## src/rtl/joy_serial_pkg.sv

```systemverilog
// Shared types and constants for the serial joystick readers.
package joy_serial_pkg;

    // Width of one published player word
    localparam int unsigned JOY_WORD_W = 16;

    // Button positions inside a player word, layout "LS FEDCBAUDLR" (shared with joy_db9md)
    localparam int unsigned JOY_BIT_RIGHT = 0;
    localparam int unsigned JOY_BIT_LEFT  = 1;
    localparam int unsigned JOY_BIT_DOWN  = 2;
    localparam int unsigned JOY_BIT_UP    = 3;
    localparam int unsigned JOY_BIT_A     = 4;
    localparam int unsigned JOY_BIT_B     = 5;
    localparam int unsigned JOY_BIT_C     = 6;
    localparam int unsigned JOY_BIT_D     = 7;
    localparam int unsigned JOY_BIT_E     = 8;
    localparam int unsigned JOY_BIT_F     = 9;
    localparam int unsigned JOY_BIT_START = 10;
    localparam int unsigned JOY_BIT_L     = 11;

    // Scan sequencer states
    typedef enum logic [2:0] {
        IDLE,
        LOAD,
        SAMPLE,
        CLK_LO,
        CLK_HI,
        COMMIT,
        GAP
    } joy_state_t;

endpackage

```

## src/rtl/joy_tick_gen.sv

```systemverilog
// Divides clk into a one-cycle tick every CLK_DIV cycles while run is high.
module joy_tick_gen #(
    parameter int unsigned CLK_DIV = 32
) (
    input  logic clk,
    input  logic reset_n,
    input  logic run,
    output logic tick
);

    localparam int unsigned CNT_W = $clog2(CLK_DIV);

    logic [CNT_W-1:0] r_cnt;

    // Free-running divider, parked at zero whenever run is low
    always_ff @(posedge clk) begin
        if (!reset_n) begin
            r_cnt <= '0;
        end else if (!run) begin
            r_cnt <= '0;
        end else if (r_cnt == CNT_W'(CLK_DIV - 1)) begin
            r_cnt <= '0;
        end else begin
            r_cnt <= r_cnt + CNT_W'(1);
        end
    end

    assign tick = run && (r_cnt == CNT_W'(CLK_DIV - 1));

endmodule

```

## src/rtl/joy_serial_multi.sv

```systemverilog
// Serial multi-player joystick reader: drives adapter clock/load, shifts in
// PLAYERS*BITS bits per frame and publishes debounced per-player words.
module joy_serial_multi
    import joy_serial_pkg::*;
#(
    parameter int unsigned PLAYERS   = 2,
    parameter int unsigned BITS      = 12,
    parameter int unsigned CLK_DIV   = 32,
    parameter int unsigned FRAME_GAP = 64,
    parameter int unsigned DEBOUNCE  = 2
) (
    input  logic                          clk,
    input  logic                          reset_n,
    input  logic                          enable,
    input  logic                          joy_data,
    output logic                          joy_clk,
    output logic                          joy_load,
    output logic [PLAYERS*JOY_WORD_W-1:0] joystick,
    output logic                          frame_done,
    output logic                          update
);

    localparam int unsigned N_BITS = PLAYERS * BITS;
    localparam int unsigned JW     = PLAYERS * JOY_WORD_W;
    localparam int unsigned IDX_W  = (N_BITS > 1) ? $clog2(N_BITS) : 1;
    localparam int unsigned GAP_W  = (FRAME_GAP > 1) ? $clog2(FRAME_GAP) : 1;
    localparam int unsigned DCNT_W = $clog2(DEBOUNCE + 1);

    joy_state_t        r_state;
    joy_state_t        w_state_nxt;
    logic [IDX_W-1:0]  r_idx;
    logic [GAP_W-1:0]  r_gap;
    logic [N_BITS-1:0] r_shift;
    logic [JW-1:0]     r_cand;
    logic [JW-1:0]     r_joystick;
    logic [DCNT_W-1:0] r_cnt;
    logic              r_joy_clk;
    logic              r_joy_load;
    logic              r_frame_done;
    logic              r_update;

    logic [JW-1:0]     w_frame;
    logic [DCNT_W-1:0] w_cnt_nxt;
    logic              w_run;
    logic              w_tick;
    logic              w_sample;
    logic              w_idx_inc;
    logic              w_idx_clr;
    logic              w_gap_inc;
    logic              w_gap_clr;
    logic              w_commit;
    logic              w_commit_upd;
    logic              w_joy_clk_nxt;
    logic              w_joy_load_nxt;

    // Divider is held only while parked in IDLE and during the single-cycle COMMIT
    assign w_run = !((r_state == IDLE) && !enable) && (r_state != COMMIT);

    joy_tick_gen #(
        .CLK_DIV (CLK_DIV)
    ) u_tick_gen (
        .clk     (clk),
        .reset_n (reset_n),
        .run     (w_run),
        .tick    (w_tick)
    );

    // Spread the packed serial frame into 16-bit player words, upper bits zero
    for (genvar p = 0; p < PLAYERS; p++) begin : g_word
        assign w_frame[p*JOY_WORD_W +: JOY_WORD_W] = JOY_WORD_W'(r_shift[p*BITS +: BITS]);
    end

    // State register
    always_ff @(posedge clk) begin
        if (!reset_n) begin
            r_state <= IDLE;
        end else begin
            r_state <= w_state_nxt;
        end
    end

    // Next-state, datapath strobes and next line levels
    always_comb begin
        w_state_nxt    = r_state;
        w_sample       = 1'b0;
        w_idx_inc      = 1'b0;
        w_idx_clr      = 1'b0;
        w_gap_inc      = 1'b0;
        w_gap_clr      = 1'b0;
        w_commit       = 1'b0;
        w_joy_clk_nxt  = 1'b1;
        w_joy_load_nxt = 1'b1;

        case (r_state)
            IDLE: begin
                if (w_tick && enable) begin
                    w_state_nxt = LOAD;
                end
            end
            LOAD: begin
                if (w_tick) begin
                    if (!enable) begin
                        w_state_nxt = IDLE;
                    end else begin
                        w_state_nxt = SAMPLE;
                        w_idx_clr   = 1'b1;
                    end
                end
            end
            SAMPLE: begin
                if (w_tick) begin
                    if (!enable) begin
                        w_state_nxt = IDLE;
                    end else begin
                        w_state_nxt = CLK_LO;
                        w_sample    = 1'b1;
                    end
                end
            end
            CLK_LO: begin
                if (w_tick) begin
                    w_state_nxt = enable ? CLK_HI : IDLE;
                end
            end
            CLK_HI: begin
                if (w_tick) begin
                    if (!enable) begin
                        w_state_nxt = IDLE;
                    end else if (r_idx < IDX_W'(N_BITS - 1)) begin
                        w_state_nxt = SAMPLE;
                        w_idx_inc   = 1'b1;
                    end else begin
                        w_state_nxt = COMMIT;
                    end
                end
            end
            COMMIT: begin
                w_commit    = 1'b1;
                w_gap_clr   = 1'b1;
                w_state_nxt = GAP;
            end
            GAP: begin
                if (w_tick) begin
                    if (r_gap == GAP_W'(FRAME_GAP - 1)) begin
                        w_state_nxt = enable ? LOAD : IDLE;
                    end else begin
                        w_gap_inc = 1'b1;
                    end
                end
            end
            default: begin
                w_state_nxt = IDLE;
            end
        endcase

        if (w_state_nxt == CLK_LO) begin
            w_joy_clk_nxt = 1'b0;
        end
        if (w_state_nxt == LOAD) begin
            w_joy_load_nxt = 1'b0;
        end
    end

    // Debounce step: count identical consecutive frames, commit once enough agree
    always_comb begin
        w_cnt_nxt = DCNT_W'(1);
        if (w_frame == r_cand) begin
            w_cnt_nxt = (r_cnt == DCNT_W'(DEBOUNCE)) ? r_cnt : r_cnt + DCNT_W'(1);
        end
        w_commit_upd = w_commit && (w_cnt_nxt >= DCNT_W'(DEBOUNCE)) && (w_frame != r_joystick);
    end

    // Shift register, counters, debounce state and registered outputs
    always_ff @(posedge clk) begin
        if (!reset_n) begin
            r_idx        <= '0;
            r_gap        <= '0;
            r_shift      <= '0;
            r_cand       <= '0;
            r_cnt        <= '0;
            r_joystick   <= '0;
            r_joy_clk    <= 1'b1;
            r_joy_load   <= 1'b1;
            r_frame_done <= 1'b0;
            r_update     <= 1'b0;
        end else begin
            r_joy_clk    <= w_joy_clk_nxt;
            r_joy_load   <= w_joy_load_nxt;
            r_frame_done <= w_commit;
            r_update     <= w_commit_upd;

            if (w_idx_clr) begin
                r_idx <= '0;
            end else if (w_idx_inc) begin
                r_idx <= r_idx + IDX_W'(1);
            end

            if (w_gap_clr) begin
                r_gap <= '0;
            end else if (w_gap_inc) begin
                r_gap <= r_gap + GAP_W'(1);
            end

            if (w_sample) begin
                r_shift[r_idx] <= ~joy_data;
            end

            if (w_commit) begin
                r_cand <= w_frame;
                r_cnt  <= w_cnt_nxt;
            end

            if (w_commit_upd) begin
                r_joystick <= w_frame;
            end
        end
    end

    assign joy_clk    = r_joy_clk;
    assign joy_load   = r_joy_load;
    assign joystick   = r_joystick;
    assign frame_done = r_frame_done;
    assign update     = r_update;

endmodule
```

## config.mk

```make
export PLATFORM = sky130hd
export DESIGN_NAME = joy_serial_multi
export DESIGN_NICKNAME = d
export VERILOG_FILES = /design/src/rtl/joy_serial_pkg.sv /design/src/rtl/joy_tick_gen.sv /design/src/rtl/joy_serial_multi.sv
export SDC_FILE = /design/constraint.sdc
export NUM_CORES = 1
export LEC_CHECK = 0
export CORE_ASPECT_RATIO = 1.2
export CORE_MARGIN = 2
export CORE_UTILIZATION = 48
export CTS_CLUSTER_DIAMETER = 150
export DETAILED_ROUTE_END_ITERATION = 10
export PLACE_DENSITY = 0.68
export SETUP_SLACK_MARGIN = 0.15
export SYNTH_ARGS = -nofsm -noshare
export SYNTH_HDL_FRONTEND = slang
export SYNTH_SLANG_ARGS = --single-unit
```

## constraint.sdc

```tcl
create_clock -name clk -period 3.5 [get_ports clk]
set_clock_uncertainty 0.1 [all_clocks]
set_input_delay 0.7 -clock clk [delete_from_list [all_inputs] [get_ports clk]]
set_output_delay 0.7 -clock clk [all_outputs]
set_load 0.01 [all_outputs]
```

==> results.py <==
metrics = {
    "run_status": {
        "status": "complete, no violations",
    },
    "timing": {
        "fin_hold_ws_ns": 0.348,
        "tightestPinTransition_ns": 0.888,
        "finalCriticalPeriod_ns": 2.48,
        "final_hold_viol_count": 0,
        "slew_headroom": 0.406,
        "post-route-period-util": 0.708,
        "timing.fmax_mhz": 404,
        "setup_viol": 0,
        "rsz0062_at_grt": "no",
        "maxSlewViolCount": 0,
        "tns_ns": 0,
    },
    "placed_design": {
        "dp_hpwl_um": 6900,
        "io_buffers": 31,
        "place_congestion": 0.826,
    },
    "logic_synthesis": {
        "muxShareOfSynthArea": 0.0576,
        "synthCells": 543,
        "syn_area_um2": 4740,
        "synth_top_area_frac": 0.410,
        "synth_enable_flop_cells": 0,
        "ys_seq_elements": 97,
        "ys_top_cells_by_count": "nand2_1 (138), dfxtp_1 (97), nor2_1 (51)",
        "synth_compound_area_frac": 0.133,
        "yosys_warnings": 0,
        "seq_area_frac_synth": 0.410,
        "synth_xor_xnor_area_share": 0.105,
        "synth_top_area_cell": "dfxtp_1",
        "async_flop_share": 0,
        "synth_cell_type_count": 48,
        "synthSimpleGateAreaFrac": 0.226,
        "synth.avg_cell_area_um2": 8.72,
        "synthAdderAreaFrac": 0.0211,
        "synth_area_leaders": "dfxtp_1 (41%), nand2_1 (11%), xor2_1 (5.4%)",
        "synth_top_family_by_area": "simple AND/OR/NAND/NOR gates",
        "synth.most_common_cell": "nand2_1",
        "synthFlopType": "dfxtp_1",
    },
    "run": {
        "cap_violations": 0,
    },
    "detailed_routing": {
        "via_count": 3623,
        "remaining_drc_errors": 0,
        "route.antenna.remaining_nets": 0,
        "drt-initial-drc-count": 261,
        "wl_per_cell_um": 14.3,
        "viasPerCell": 5.27,
        "wirelength_um": 9820,
        "drtPass1Iterations": 4,
    },
    "floorplanning": {
        "ios": 40,
        "die_area_um2": 10700,
        "start_util": 0.495,
        "die_w_um": 94.7,
        "rows": 39,
        "die_y_um": 113,
        "coreArea_um2": 9560,
    },
    "grt": {
        "track_usage": 0.198,
        "grt-ovfl-total": 0,
        "grt_max_degree": 107,
        "antenna_found_initial": 0,
        "grt_pass1_vias": 3395,
        "grt_first_pass_wirelength_um": 16500,
    },
    "layout": {
        "syn2layout_area_growth_pct": 13.9,
        "seqCellArea_um2": 1940,
        "nets": 571,
        "diodes": 0,
        "n_fill_cell": 907,
        "multi_input_area_um2": 2600,
        "drive_above_1_share": 0.0585,
    },
    "clocking": {
        "clock_latency_ns": 0.34,
        "ctsHtreeMaxLevel": 3,
        "clk_path_buf_depth": 2,
        "post-cts-setup-buffer-count": 0,
        "cts_root_buffer": "clkbuf_16",
        "cts_resized": 0,
        "cts_tree": "done",
        "clkSlewWorstSetupHoldPaths_ns": 0.07,
        "cts_hold_buf": 0,
        "cts_made_buffers": 9,
        "cts.sinks": 97,
    },
    "setup_path": {
        "crit_path_end_kind": "flip-flop",
        "arrival_ns": 2.64,
        "start_kind": "flip-flop",
        "crit_path_max_fanout": 24,
        "worst-setup-path-type": "flip-flop to flip-flop",
        "worst_ep_required_time_ns": 3.67,
    },
    "power": {
        "p_leak_nw": 2.20,
        "p_per_area_nw_per_um2": 403,
        "ir_drop_mv": 0.298,
    },
    "min_path": {
        "hold_path_class": "flip-flop to flip-flop",
    },
}
## power breakdown
group | total (mW) | internal [mW] | switching (mW) | leakage, nW
Combinational | 0.0408 | 0.0107 | 0.0301 | 1.27
Clock | 1.03 | 0.611 | 0.416 | 0.151
Sequential | 1.11 | 1.10 | 0.000735 | 0.781
## layout make-up
cell class,instances,share of cell area
Clock buffer,12,0.0494
Clock inverter,4,0.00928
Inverter,9,0.00626
Multi-Input combinational cell,407,0.482
Sequential cell,97,0.360
Tap cell,123,0.0285
Timing Repair Buffer,35,0.0645
## layout by cell type (no fill, tap or decap), types with 3 or more instances in the layout
cell and n:
nor2_1 51, ha_1 8, nand4_1 8, inv_1 9, a21boi_0 24, mux2i_1 25, clkdlybuf4s50_1 30, clkbuf_8 3
a21oi_1 6, nand3b_1 7, nor4_2 4, nor4_1 4, xnor2_1 28, clkbuf_16 9, xor2_1 29, conb_1 8
dfxtp_1 97, nand3_1 5, nand2_1 138, buf_4 3, o41ai_1 3, o211a_1 24
## final timing paths
path / slack, ns / from / cells after the start / end
max: 1.02 / r_shift[10] / 6 / joystick[19]
min: 0.35 / u_tick_gen.r_cnt[0] / 1 / u_tick_gen.r_cnt[0]
max reg2reg: 1.02 / r_shift[10] / 6 / joystick[19]
min reg2reg: 0.35 / u_tick_gen.r_cnt[0] / 1 / u_tick_gen.r_cnt[0]
## sequential cells by signal (all words and copies together), names as in the netlist, 2 cells and up
register and count:
r_cnt 2, r_shift 24, r_state 3, r_idx 5, r_cand 24, joystick 24, r_gap 6, u_tick_gen.r_cnt 5
## per-stage QoR
| stage | utilization | instance area [µm²] | setup WS, ns | total power [mW] | std cells |
|---|---|---|---|---|---|
| 3_5_place_dp | 0.531 | 5080 | 0.950 | 1.17 | 671 |
| 4_1_cts | 0.564 | 5400 | 0.997 | 2.20 | 687 |
| 2_1_floorplan | - | 4760 | 1.27 | 1.17 | 550 |
| 5_1_grt | 0.564 | 5400 | 0.909 | 2.24 | 687 |
| 6_report | 0.564 | 5400 | 1.02 | 2.17 | 687 |
| 3_3_place_gp | 0.531 | 5080 | 0.977 | 1.17 | 671 |
## worst max-delay path, stage by stage (launching register included)
cell and delay [ns]:
dfxtp_1 0.45, xor2_1 0.12, nor4_2 0.51, nand4_2 0.28, a2111oi_4 0.24, buf_4 0.42
mux2i_1 0.25
## metal layers
metal | up-vias | global-route usage | routed length [µm]
li1 | 1838 | - | -
met1 | 1723 | 0.249 | 4490
met2 | 50 | 0.332 | 4810
met3 | 12 | 0.0253 | 261
met4 | 0 | 0.0947 | 255
met5 | - | 0 | 0
## kinds of logic (layout without fill, tap and decap cells)
kind of cell | count (synthesis) | count (layout)
and+or+nand+nor | 236 | 236
DFF | 97 | 97
AOI/OAI and AO/OA | 71 | 71
xor gates and xnor gates | 57 | 57
buffers and inverters | 46 | 60
muxes | 27 | 27
adders and majority gates | 8 | 8
other | 1 | 8
(Power assumes the default switching activity.)
